File: src/rtl/seg7_scan_driver.sv
// Time-multiplexed driver for a 4-digit common-anode seven-segment display.
// Optional leading-zero suppression when SEG7_LEADING_ZERO_BLANK_EN is defined.
module seg7_scan_driver #(
  parameter int REFRESH_DIV = 100000
) (
  input  logic        clk,
  input  logic        rst,
  input  logic [15:0] display,
  input  logic [3:0]  dp_mask,
  input  logic        blank,
  output logic [3:0]  an,
  output logic [6:0]  seg,
  output logic        dp,
  output logic        frame_done
);
  localparam int CNT_W = (REFRESH_DIV > 1) ? $clog2(REFRESH_DIV) : 1;

  logic [CNT_W-1:0] div_cnt;
  logic [1:0]       idx;
  logic [15:0]      snap;
  logic [3:0]       snap_dp;
  logic             loaded;
  logic [1:0]       ld_pipe;
  logic             tick, load, digit_on;
  logic [1:0]       pos;
  logic [3:0]       nib;
  logic [6:0]       seg_d;

  assign tick = (div_cnt == CNT_W'(REFRESH_DIV - 1));
  assign load = !loaded || (tick && idx == 2'd3);
  // idx counts left to right; pos is the bit position within snap/an
  assign pos  = 2'd3 - idx;
  assign nib  = snap[{pos, 2'b00} +: 4];

  always_comb begin
    seg_d = 7'b1111111;
    case (nib)
      4'h0: seg_d = 7'b1000000;
      4'h1: seg_d = 7'b1111001;
      4'h2: seg_d = 7'b0100100;
      4'h3: seg_d = 7'b0110000;
      4'h4: seg_d = 7'b0011001;
      4'h5: seg_d = 7'b0010010;
      4'h6: seg_d = 7'b0000010;
      4'h7: seg_d = 7'b1111000;
      4'h8: seg_d = 7'b0000000;
      4'h9: seg_d = 7'b0010000;
      4'hA: seg_d = 7'b0001000;
      4'hB: seg_d = 7'b0000011;
      4'hC: seg_d = 7'b1000110;
      4'hD: seg_d = 7'b0100001;
      4'hE: seg_d = 7'b0000110;
      4'hF: seg_d = 7'b0001110;
      default: seg_d = 7'b1111111;
    endcase
  end

`ifdef SEG7_LEADING_ZERO_BLANK_EN
  // A digit stays dark while it and every digit to its left are zero
  always_comb begin
    digit_on = 1'b1;
    case (idx)
      2'd0: digit_on = (snap[15:12] != 4'h0);
      2'd1: digit_on = (snap[15:8]  != 8'h00);
      2'd2: digit_on = (snap[15:4]  != 12'h000);
      default: digit_on = 1'b1;
    endcase
  end
`else
  assign digit_on = 1'b1;
`endif

  always_ff @(posedge clk) begin
    if (rst) begin
      div_cnt <= '0;
      idx     <= 2'd0;
      snap    <= 16'h0000;
      snap_dp <= 4'h0;
      loaded  <= 1'b0;
      ld_pipe <= 2'b00;
      an      <= 4'b1111;
      seg     <= 7'b1111111;
      dp      <= 1'b1;
    end else begin
      if (tick) begin
        div_cnt <= '0;
        idx     <= idx + 2'd1;
      end else begin
        div_cnt <= div_cnt + CNT_W'(1);
      end
      if (load) begin
        snap    <= display;
        snap_dp <= dp_mask;
        loaded  <= 1'b1;
      end
      // frame_done lines up with the first displayed slot of the new frame
      ld_pipe <= {ld_pipe[0], load};
      an      <= (!loaded || blank || !digit_on) ? 4'b1111 : ~(4'b0001 << pos);
      seg     <= seg_d;
      dp      <= ~snap_dp[pos];
    end
  end

  assign frame_done = ld_pipe[1];
endmodule

File: config.mk
export PLATFORM = sky130hd
export DESIGN_NAME = seg7_scan_driver
export DESIGN_NICKNAME = d
export VERILOG_FILES = /design/src/rtl/seg7_scan_driver.sv
export SDC_FILE = /design/constraint.sdc
export NUM_CORES = 1
export LEC_CHECK = 0
export ABC_AREA = 1
export CAP_MARGIN = 15
export CORE_MARGIN = 10
export CORE_UTILIZATION = 55
export DETAILED_ROUTE_END_ITERATION = 16
export DONT_BUFFER_PORTS = 1
export GPL_TIMING_DRIVEN = 0
export PLACE_DENSITY = 0.7
export SLEW_MARGIN = 15
export SYNTH_ARGS = -nofsm -noshare
export SYNTH_HDL_FRONTEND = slang
export SYNTH_SLANG_ARGS = --single-unit
File: constraint.sdc
create_clock -name clk -period 2.77 [get_ports clk]
set_input_delay 0.831 -clock clk [delete_from_list [all_inputs] [get_ports clk]]
set_output_delay 0.831 -clock clk [all_outputs]
set_load 0.02 [all_outputs]
==> key figures, run 1 <==
Synthesis
  • EDFF count, synth: 0
  • Avg Inst Size Synth: 7.23 µm²
  • Post-synth top area cell: dfxtp_1
  • Mapped Area: 0.00265 mm²
  • Top_reg_cell synth: dfxtp_1
  • Register bit count reported by yosys: 54
  • Sequential-to-total area share from yosys stat: 40.8%
  • Mapped Cells: 366
  • Share of the synthesized area in the top cell type: 40.8%
  • Synth top cells by count: 81 x nand2_1, 54 x dfxtp_1, 43 x nor2_1
  • Main area contributors after synthesis: dfxtp_1 41%, nand2_1 11%, nand3_1 6.8%
  • Synth warn: 0
  • Syn nets: 400
  • Post-synth cell types: 27
  • Count leader, synth: nand2_1
  • Asr flop ratio synth: 0%

Clock network
  • Clock sink count: 54
  • Clk slew on worst S/H paths: 0.10 ns
  • Postcts setup bufs: 0
  • CTS root buf: clkbuf_8
  • Inserted Clock Buffers: 5
  • Count of cells resized by post-cts repair: 0
  • H-tree Lvls: 2
  • Post-CTS Hold Buffers: 0
  • CTS tree: done
  • Maximum clock insertion buffer count: 2
  • Clk_lat worst skew: 0.31 ns

Setup path
  • Startpoint Class: flop
  • Setup CP Type: flop to flop
  • R2r startpoint: idx[0]$_SDFFE_PP0N_
  • Endpoint class of the critical path: flop
  • Setup slack, reg-to-reg: 0.92 ns
  • Reg2reg end: seg[3]$_SDFF_PP1_
  • Worst Path Required: 2.95 ns
  • Critical path arrival: 2.04 ns
  • Critical Path Fanout Max: 10
  • Reg2Reg Depth: 10

Power
  • PD cells: 513 mW/mm²
  • Leak: 1.21 nW
  • Worst IR drop on VDD: 223 µV

Finish
  • Final net count: 407
  • N_diodes: 0
  • Synthesis-to-finish area growth: 6.14%
  • Post-Layout Cell Count: 428
  • Share of layout cells above drive strength 1: 9.89%
  • Filler instances: 454

Drt
  • DRT iter0 DRCs: 100
  • Via density per instance: 5.19
  • DRT Wirelength: 5480 µm
  • Via count: 2221
  • Final ANT Viol Nets: 0
  • DR pass1 iterations: 4
  • Drt drc: 0
  • Drt wl/cell: 12.8 µm

Placement
  • Placed cell count: 420
  • Routability cong.: 0.832
  • Count of input and output buffers: 0
  • Dpl hpwl: 4000 µm

Floorplan
  • DIE AREA: 0.00799 mm²
  • Initial Util: 56.4%
  • Die Span X: 89.4 µm
  • Io pins: 36
  • Core footprint: 0.00469 mm²
  • Row count: 25
  • Die height: 89.4 µm

Timing
  • Final hold violations: 0
  • Max-slew headroom: 68.7%
  • TNS Setup: 0 ns
  • FMAX: 539 MHz
  • RSZ-0062 raised after global routing: no
  • Final Skew: 0.00861 ns
  • Final-report max-slew violation count: 0
  • Setup violators final: 0
  • Worst slew pin tran: 0.470 ns
  • Min Tclk post-route: 1.85 ns
  • Final worst path period share: 66.9%

Hold path
  • Hold path endpoint: ld_pipe[1]$_SDFF_PP0_
  • Hold WC Path Type: flop to flop
  • Hold path startpoint: ld_pipe[0]$_SDFF_PP0_
  • Hold path depth: 2

Global route
  • Remaining Overflow, GRT: 0
  • Largest net degree at the start of global routing: 17
  • All-Layer GR Usage: 14.3%
  • Initial antenna violation count: 0
  • First-pass GRT wire length: 9050 µm
  • Vias in the first global route: 2043

Status
  • Status: finished clean

Flow run
  • Maxcap violations: 0
-- final cells by class --
cell class	instances	area, µm²	area share (%)
Buffer	15	86.3	3.07
Clock buffer	7	86.3	3.07
Clock inverter	1	8.76	0.312
Inverter	46	173	6.14
Multi-Input combinational cell	251	1310	46.5
Sequential cell	54	1080	38.5
Tap cell	54	67.6	2.40
-- power by group --
part	total (mW)	internal (mW)	switching, mW
clock	0.461	0.207	0.254
combinational	0.137	0.0505	0.0861
sequential	0.844	0.813	0.0307
total	1.44	1.07	0.370
-- per-layer routing --
metal  part of all wire [%]  GRT usage [%]  vias to the layer above  routed length (µm)
met5                      0              0                        -                   0
met4                    1.6           4.77                        0                  86
met3                    5.4           4.10                        8                 295
met2                     44           22.5                       56                2390
met1                     49           18.2                      984                2710
li1                       -              -                     1173                   -
-- critical path, cell delays in order, from the launching register on --
cell and delay, ns:
dfxtp_1 0.50, buf_4 0.23, nand2_1 0.07, nand2_1 0.06, nand2_1 0.05, nand2_1 0.17, inv_1 0.14, ha_1 0.30
nand2_1 0.07, nand3_1 0.08, nand3_1 0.07
-- placed cells by master (no fill, tap or decap) --
| master | Yosys | layout |
|---|---|---|
| nand2_1 | 81 | 81 |
| dfxtp_1 | 54 | 54 |
| nor2_1 | 43 | 43 |
| inv_1 | 41 | 41 |
| nand3_1 | 36 | 36 |
| a21oi_1 | 31 | 31 |
| nand3_2 | 11 | 11 |
| ha_1 | 11 | 11 |
| clkbuf_1 | 6 | 7 |
| o21ai_0 | 6 | 6 |
| xor2_1 | 6 | 6 |
| clkbuf_8 | 0 | 6 |
| nand4_1 | 5 | 5 |
| inv_2 | 4 | 4 |
| nor3_1 | 4 | 4 |
| o21ai_1 | 4 | 4 |
| buf_4 | 3 | 3 |
| buf_2 | 3 | 3 |
| nand2_2 | 3 | 3 |
| o211ai_1 | 3 | 3 |
| nor2_2 | 2 | 2 |
| buf_6 | 2 | 2 |
| xnor2_1 | 2 | 2 |
| buf_1 | 1 | 1 |
| clkinv_1 | 1 | 1 |
| nor2_4 | 1 | 1 |
| nor3_4 | 1 | 1 |
| or2_0 | 1 | 1 |
| inv_6 | 0 | 1 |
-- registers in the layout, indices dropped and copies added, names as in the netlist, 2 cells and up --
signal / count
seg: 7
an: 4
ld_pipe: 2
snap_dp: 4
div_cnt: 17
idx: 2
snap: 16
-- through the flow --
| stage | setup slack (ns) | hold WS (ns) | instance area [µm²] | utilization [%] | total power [mW] |
|---|---|---|---|---|---|
| floorplan | 1.25 | 0.388 | 2650 | - | 0.969 |
| global placement | 0.999 | 0.390 | 2720 | 57.9 | 0.995 |
| detailed placement | 0.983 | 0.396 | 2720 | 57.9 | 0.998 |
| CTS | 0.949 | 0.415 | 2810 | 59.9 | 1.46 |
| global route | 0.744 | 0.440 | 2810 | 59.9 | 1.51 |
| finish | 0.916 | 0.418 | 2810 | 59.9 | 1.44 |
-- worst max path at each step --
| stage | start | end | slack (ns) | cells after the start |
|---|---|---|---|---|
| global route | idx[0]$_SDFFE_PP0N_ | seg[3]$_SDFF_PP1_ | 0.74 | 10 |
| global placement | idx[0]$_SDFFE_PP0N_ | seg[3]$_SDFF_PP1_ | 1.0 | 10 |
| detailed placement | idx[0]$_SDFFE_PP0N_ | seg[3]$_SDFF_PP1_ | 0.98 | 10 |
| finish | idx[0]$_SDFFE_PP0N_ | seg[3]$_SDFF_PP1_ | 0.92 | 10 |
| CTS | idx[0]$_SDFFE_PP0N_ | seg[3]$_SDFF_PP1_ | 0.95 | 10 |
| floorplan | idx[0]$_SDFFE_PP0N_ | seg[3]$_SDFF_PP1_ | 1.25 | 10 |
-- kinds of logic after synthesis --
family | share of synthesized area, %
compound gates | 8.60
xor+xnor | 2.65
fa+ha+maj | 5.20
buf+inv | 9.78
flops | 40.8
simple gates | 32.9
No activity file was read; power rests on OpenSTA's default activity.
==> run 2, diff against run 1 <==
Settings changed: PLACE_DENSITY 0.7 to 0.73.
Clock period 2.77 ns to 1.6 ns, I/O delays scaled along.
==> run 2 against run 1 <==
Net effect: the flow now finishes with violations (negative setup slack); sequential share of layout area down 3.7 points; die area stayed put; core utilization increased by 7.1 points; sequential cell count is the same; critical path type unchanged; largest cell class unchanged; largest power group unchanged.
==> key figures, run 2 (synthesized netlist as in run 1, its figures left out) <==
Status
  • Status: complete, but fails checks
  • Failing checks: negative setup slack

Setup path
  • Startpoint Class: flop
  • Worst-path cell chain: nand2_1 > inv_2 > nand3_1 > nor2_4 > nand3_4 > clkbuf_16 > a21oi_4 > nor2_1
  • CP top delay family: simple AND/OR/NAND/NOR gates
  • Max incr delay on CP: 0.39 ns (-0.11 ns)
  • Crit path buf inv count: 2 (unchanged)
  • Endpoint class of the critical path: flop
  • Setup slack, reg-to-reg: -0.0003 ns (-0.92 ns)
  • Reg2Reg Depth: 8 (-2)
  • Worst Path Required: 1.79 ns (-1.16 ns)
  • Critical Path Fanout Max: 8 (-2)
  • Crit path max-delay cell type: dfxtp_1
  • Setup CP Type: flop to flop
  • Critical path arrival: 1.80 ns (-0.24 ns)
  • Number of cells on the critical path: 8 (-2)

Clock network
  • Clk slew on worst S/H paths: 0.10 ns (about the same)
  • Clk_lat worst skew: 0.31 ns (about the same)
  • Clock sink count: 54 (unchanged)
  • H-tree Lvls: 2 (unchanged)
  • Maximum clock insertion buffer count: 2 (unchanged)
  • Post-CTS Hold Buffers: 0 (unchanged)
  • Inserted Clock Buffers: 5 (unchanged)
  • CTS root buf: clkbuf_8
  • CTS tree: done

Floorplan
  • Row count: 25 (unchanged)
  • Initial Util: 56.4% (unchanged)
  • Die Span X: 89.4 µm (unchanged)
  • DIE AREA: 0.00799 mm² (unchanged)
  • Io pins: 36 (unchanged)
  • Core footprint: 0.00469 mm² (unchanged)
  • Die height: 89.4 µm (unchanged)

Drt
  • Via density per instance: 5.17 (-0.31%)
  • Final ANT Viol Nets: 0 (unchanged)
  • DRT Wirelength: 5970 µm (+8.8%)
  • DR pass1 iterations: 4 (unchanged)
  • Via count: 2271 (+2.3%)
  • Drt drc: 0 (unchanged)
  • Drt wl/cell: 13.6 µm (+6.1%)
  • DRT iter0 DRCs: 64 (-36%)

Global route
  • Largest net degree at the start of global routing: 16 (-1)
  • Remaining Overflow, GRT: 0 (unchanged)
  • Vias in the first global route: 2139 (+4.7%)
  • First-pass GRT wire length: 9400 µm (+3.9%)
  • Initial antenna violation count: 0 (unchanged)
  • All-Layer GR Usage: 14.6% (+0.37 points)

Timing
  • Max-slew headroom: 46.0% (-23 points)
  • FMAX: 625 MHz (+16%)
  • Worst slew pin tran: 0.810 ns (+0.340 ns)
  • Worst Slack Setup Final: -0.000292 ns (-0.916 ns)
  • TNS Setup: -0.000292 ns (-0.000292 ns)
  • Final-report max-slew violation count: 0 (unchanged)
  • Final worst path period share: 100% (+33 points)
  • Final Skew: 0.0127 ns (+0.00413 ns)
  • Min Tclk post-route: 1.60 ns (-0.254 ns)
  • Fin Hold WS: 0.225 ns (-0.193 ns)
  • Setup violators final: 1 (+1)
  • Final hold violations: 0 (unchanged)
  • RSZ-0062 raised after global routing: yes

Power
  • Comb power frac: 10.4% (+0.9 points)
  • P_int: 1.95 mW (+82%)
  • Worst IR drop on VDD: 605 µV (+170%)
  • PD cells: 824 mW/mm² (+61%)
  • Power share of the sequential group: 56.3% (-2.3 points)
  • Leak: 1.34 nW (+10%)
  • Switching share of total power: 24.8% (-0.86 points)
  • Clock power frac: 33.3% (+1.3 points)
  • Net switching power: 644 µW (+74%)

Placement
  • DP Area: 0.00272 mm² (unchanged)
  • Dpl hpwl: 3960 µm (-0.90%)
  • Placed cell count: 420 (unchanged)
  • Routability cong.: 0.840 (+1.0%)
  • Count of input and output buffers: 0 (unchanged)

Finish
  • Commonest non-fill, non-tap cell in the layout: nand2_1
  • Synthesis-to-finish area growth: 18.8%
  • Filler instances: 405 (-11%)
  • Post-Layout Cell Count: 439 (+2.6%)
  • Biggest regs: div_cnt: 17 flops, snap: 16 flops, seg: 7 flops
  • Fin area: 0.00315 mm² (+12%)
  • Final net count: 418 (+2.7%)
  • Max reg flops: 17 (unchanged)
  • N_diodes: 0 (unchanged)
  • Top reg by flops: div_cnt
  • Most frequent cells in the layout: 75 x nand2_1, 49 x dfxtp_1, 42 x nor2_1, 38 x inv_1, 34 x nand3_1
  • Share of layout cells above drive strength 1: 21.3% (+11 points)

Flow run
  • Maxcap violations: 0 (unchanged)

Hold path
  • Hold WC Path Type: primary input to flop
  • Hold path depth: 1 (-1)
## run 2: cell types whose count changed in the layout (fill, tap and decap cells not counted), moves of 3 or more
| cell | previous run | this run |
|---|---|---|
| a21oi_1 | 31 | 20 |
| nand2_4 | 0 | 4 |
| nand2_1 | 81 | 75 |
| inv_1 | 41 | 38 |
| a21oi_2 | 0 | 9 |
| ha_1 | 11 | 7 |
| dfxtp_1 | 54 | 49 |
| buf_4 | 3 | 9 |
| dfxtp_4 | 0 | 3 |
## run 2: through the flow
stage / power (mW) / utilization [%] / setup slack (ns)
final: 2.59 / 67.0 / -0.000292
after global routing: 2.73 / 67.0 / -0.0799
after CTS: 2.59 / 61.3 / 0.00553
after detailed placement: 1.73 / 57.9 / -0.186
after global placement: 1.72 / 57.9 / -0.161
after floorplan: 1.68 / - / 0.0791
## run 2: repair_timing
| action | 4_1_cts | 5_1_grt |
|---|---|---|
| hold endpoints to repair | 0 | 0 |
| endpoints found under the setup margin | 36 | 37 |
| gates cloned | 0 | 4 |
| pin swaps | 1 | 5 |
| buffers inserted | 1 | 6 |
| gates resized for setup | 15 | 43 |
## run 2: metal layers
metal / track usage, % / routed length [µm] / vias up
met4: 4.91 / 92 / 0
met2: 23.1 / 2820 / 50
li1: - / - / 1196
met3: 3.92 / 324 / 8
met1: 18.8 / 2740 / 1017
met5: 0 / 0 / -
## run 2: area by class of cell
type	count	area, µm²	area share [%]
Buffer	15	110	3.50
Clock buffer	8	110	3.50
Inverter	46	180	5.73
Multi-Input combinational cell	251	1460	46.5
Sequential cell	54	1090	34.8
Tap cell	54	67.6	2.15
Timing Repair Buffer	11	119	3.78
## run 2: power by group through the flow
stage          clock network, mW  registers [mW]  logic (mW)
2_1_floorplan                  0            1.48       0.193
5_1_grt                    0.946            1.47       0.313
4_1_cts                    0.886            1.46       0.239
3_3_place_gp                   0            1.49       0.228
3_5_place_dp                   0            1.49       0.232
6_report                   0.863            1.46       0.269
## run 2: final timing paths
kind / from / to
worst max-delay path: div_cnt[9]$_SDFF_PP0_ / snap[15]$_SDFFE_PP0P_
worst min register to register: ld_pipe[0]$_SDFF_PP0_ / ld_pipe[1]$_SDFF_PP0_
worst min-delay path: rst / ld_pipe[0]$_SDFF_PP0_
worst max register to register: div_cnt[9]$_SDFF_PP0_ / snap[15]$_SDFFE_PP0P_
## run 2: worst register-to-register path: stages (launching register included)
cell	delay, ns
dfxtp_1	0.39
nand2_1	0.10
inv_2	0.07
nand3_1	0.13
nor2_4	0.18
nand3_4	0.19
clkbuf_16	0.24
a21oi_4	0.15
nor2_1	0.06
==> run 3, diff against run 2 <==
Settings changed: BUFFER_PORTS_ARGS from default to -buffer_cell sky130_fd_sc_hd__clkbuf_2, CORE_MARGIN 10 to default, CORE_UTILIZATION 55 to 51, DONT_BUFFER_PORTS 1 to default, PLACE_DENSITY 0.73 to 0.75.
==> run 3 against run 2 <==
Net effect: the run now ends clean; first-iteration DRC count rose by 150%; register-to-register slack is essentially flat; sequential share of layout area is 1.7 points lower; wire length down 5.3%; via count up 6.0%; setup slack improved by 0.012 ns; critical path depth rose by 1; global-route usage up 7.1 points; combinational power up 28%; largest cell class unchanged.
==> key figures, run 3 (synthesized netlist as in run 1, its figures left out) <==
Timing
  • Worst slew pin tran: 0.600 ns (-0.210 ns)
  • Final worst path period share: 99.2% (-0.77 points)
  • FMAX: 630 MHz (+0.77%)
  • Min Tclk post-route: 1.59 ns (-0.0123 ns)
  • Final Skew: 0.0120 ns (-0.000750 ns)
  • Worst Slack Setup Final: 0.0120 ns (+0.0123 ns)
  • Final-report max-slew violation count: 0 (unchanged)
  • Max-slew headroom: 60.0% (+14 points)
  • RSZ-0062 raised after global routing: yes
  • Setup violators final: 0 (-1)
  • Final hold violations: 0 (unchanged)

Floorplan
  • Die height: 74.1 µm (-17%)
  • Core footprint: 0.00485 mm² (+3.3%)
  • Io pins: 36 (unchanged)
  • DIE AREA: 0.00548 mm² (-31%)
  • Row count: 25 (unchanged)
  • Initial Util: 54.6% (-1.8 points)
  • Die Span X: 74.1 µm (-17%)

Global route
  • Met2 Resource Use GR: 33.6% (+11 points)
  • Vias in the first global route: 2044 (-4.4%)
  • First-pass GRT wire length: 9000 µm (-4.3%)
  • M3 GR Usage: 4.47% (+0.55 points)
  • Global route hottest layer: met2
  • M1 GR Usage: 29.4% (+11 points)
  • Initial antenna violation count: 0 (unchanged)
  • Largest net degree at the start of global routing: 16 (unchanged)
  • All-Layer GR Usage: 21.7% (+7.1 points)
  • Remaining Overflow, GRT: 0 (unchanged)

Power
  • PD cells: 814 mW/mm² (-1.2%)
  • Leak: 1.47 nW (+10%)
  • Worst IR drop on VDD: 557 µV (-7.9%)
  • Total design power: 2.68 mW (+3.5%)

Setup path
  • R2r startpoint: div_cnt[0]$_SDFF_PP0_
  • Worst-path cell chain: ha_4 > nand2_4 > nor2_4 > nand2_2 > nor2_4 > nand3_4 > buf_4 > a21oi_1 > nor2_1
  • Crit path max-delay cell type: dfxtp_4
  • Endpoint class of the critical path: flop
  • Critical path arrival: 1.79 ns (about the same)
  • CP top delay family: simple AND/OR/NAND/NOR gates
  • Most frequent CP cell: nor2_4
  • Critical Path Fanout Max: 8 (unchanged)
  • Max incr delay on CP: 0.37 ns (-0.02 ns)
  • Setup CP Type: flop to flop
  • CP startpoint: div_cnt[0]$_SDFF_PP0_
  • Startpoint Class: flop
  • Crit path buf inv count: 1 (-1)
  • Worst Path Required: 1.81 ns (+0.02 ns)

Finish
  • Most frequent cells in the layout: 71 x nand2_1, 50 x dfxtp_1, 43 x nor2_1, 38 x inv_1, 35 x clkbuf_2
  • Register area: 0.00109 mm² (-0.34%)
  • Area of the multi-input gates: 0.00144 mm² (-1.4%)
  • Commonest non-fill, non-tap cell in the layout: nand2_1
  • Synthesis-to-finish area growth: 24.5%
  • Share of layout cells above drive strength 1: 27.0% (+5.7 points)
  • Final net count: 452 (+8.1%)
  • Fin area: 0.00330 mm² (+4.8%)
  • Top reg by flops: div_cnt
  • Filler instances: 427 (+5.4%)
  • Max reg flops: 17 (unchanged)
  • Biggest regs: div_cnt: 17 flops, snap: 16 flops, seg: 7 flops
  • N_diodes: 0 (unchanged)

Drt
  • DRT Wirelength: 5650 µm (-5.3%)
  • Drt drc: 0 (unchanged)
  • Via count: 2408 (+6.0%)
  • Final ANT Viol Nets: 0 (unchanged)
  • Drt wl/cell: 11.6 µm (-14%)
  • Via density per instance: 4.95 (-4.2%)
  • DRT iter0 DRCs: 158 (+150%)
  • DR pass1 iterations: 7 (+3)

Clock network
  • Inserted Clock Buffers: 5 (unchanged)
  • CTS tree: done
  • CTS root buf: clkbuf_8
  • Clk_lat worst skew: 0.31 ns (about the same)
  • Clock sink count: 54 (unchanged)
  • Post-CTS Hold Buffers: 0 (unchanged)
  • Maximum clock insertion buffer count: 2 (unchanged)
  • H-tree Lvls: 2 (unchanged)
  • Clk slew on worst S/H paths: 0.09 ns (about the same)

Hold path
  • Hold WC Path Type: primary input to flop
  • Hold path startpoint: rst

Status
  • Status: finished clean

Placement
  • Routability cong.: 0.839 (-0.13%)
  • Dpl hpwl: 3760 µm (-5.2%)
  • DP Area: 0.00291 mm² (+7.1%)
  • Count of input and output buffers: 35 (+35)
  • Pre-CTS setup slack: -0.184 ns (+0.00182 ns)

Flow run
  • Maxcap violations: 0 (unchanged)
## run 3: changes by cell type in the layout (fill, tap and decap cells not counted), sizes merged
cell	change
bufinv	+1
clkbuf	+33
## run 3: path summary, 6_finish.rpt
path,cells after the start,endpoint,slack [ns]
worst max register to register,9,snap_dp[3]$_SDFFE_PP0P_,0.01
worst min-delay path,2,ld_pipe[1]$_SDFF_PP0_,0.35
worst max-delay path,9,snap_dp[3]$_SDFFE_PP0P_,0.01
worst min register to register,2,ld_pipe[1]$_SDFF_PP0_,0.41
## run 3: what timing repair did
| item | in CTS | in global routing |
|---|---|---|
| gates resized for setup | 14 | 43 |
| endpoints found under the hold margin | 0 | 0 |
| endpoints found under the setup margin | 36 | 44 |
| pin swaps | 1 | 9 |
| buffers inserted | 1 | 6 |
| gates cloned | 0 | 3 |
## run 3: power breakdown
group	switching (mW)	leakage [nW]	total [mW]	internal (mW)
sequential	0.0280	0.447	1.43	1.41
combinational	0.205	0.974	0.343	0.138
clock	0.437	0.0524	0.906	0.469
total	0.670	1.47	2.68	2.01
## run 3: metal layers
layer	vias up	routed length [µm]
li1	1265	-
met1	1081	2700
met2	51	2630
met3	11	203
met4	0	116
met5	-	0
## run 3: final cells by class
| cell class | instances | share of cell area [%] |
|---|---|---|
| clock buffer | 7 | 2.32 |
| sequential | 54 | 33.1 |
| buffer | 15 | 3.57 |
| inverter | 46 | 5.39 |
| multi-input combinational | 251 | 43.8 |
| clock inverter | 1 | 0.911 |
| tap | 67 | 2.54 |
| timing repair buffer | 45 | 8.35 |
## run 3: stage by stage
step           hold slack [ns]  TNS (ns)  util (%)  instances
2_1_floorplan            0.388         0         -        366
3_3_place_gp             0.391    -0.650      59.9        468
3_5_place_dp             0.399     -1.58      59.9        468
4_1_cts                  0.341  -0.00155      63.1        477
5_1_grt                  0.363     -1.19      68.0        486
6_report                 0.352         0      68.0        486
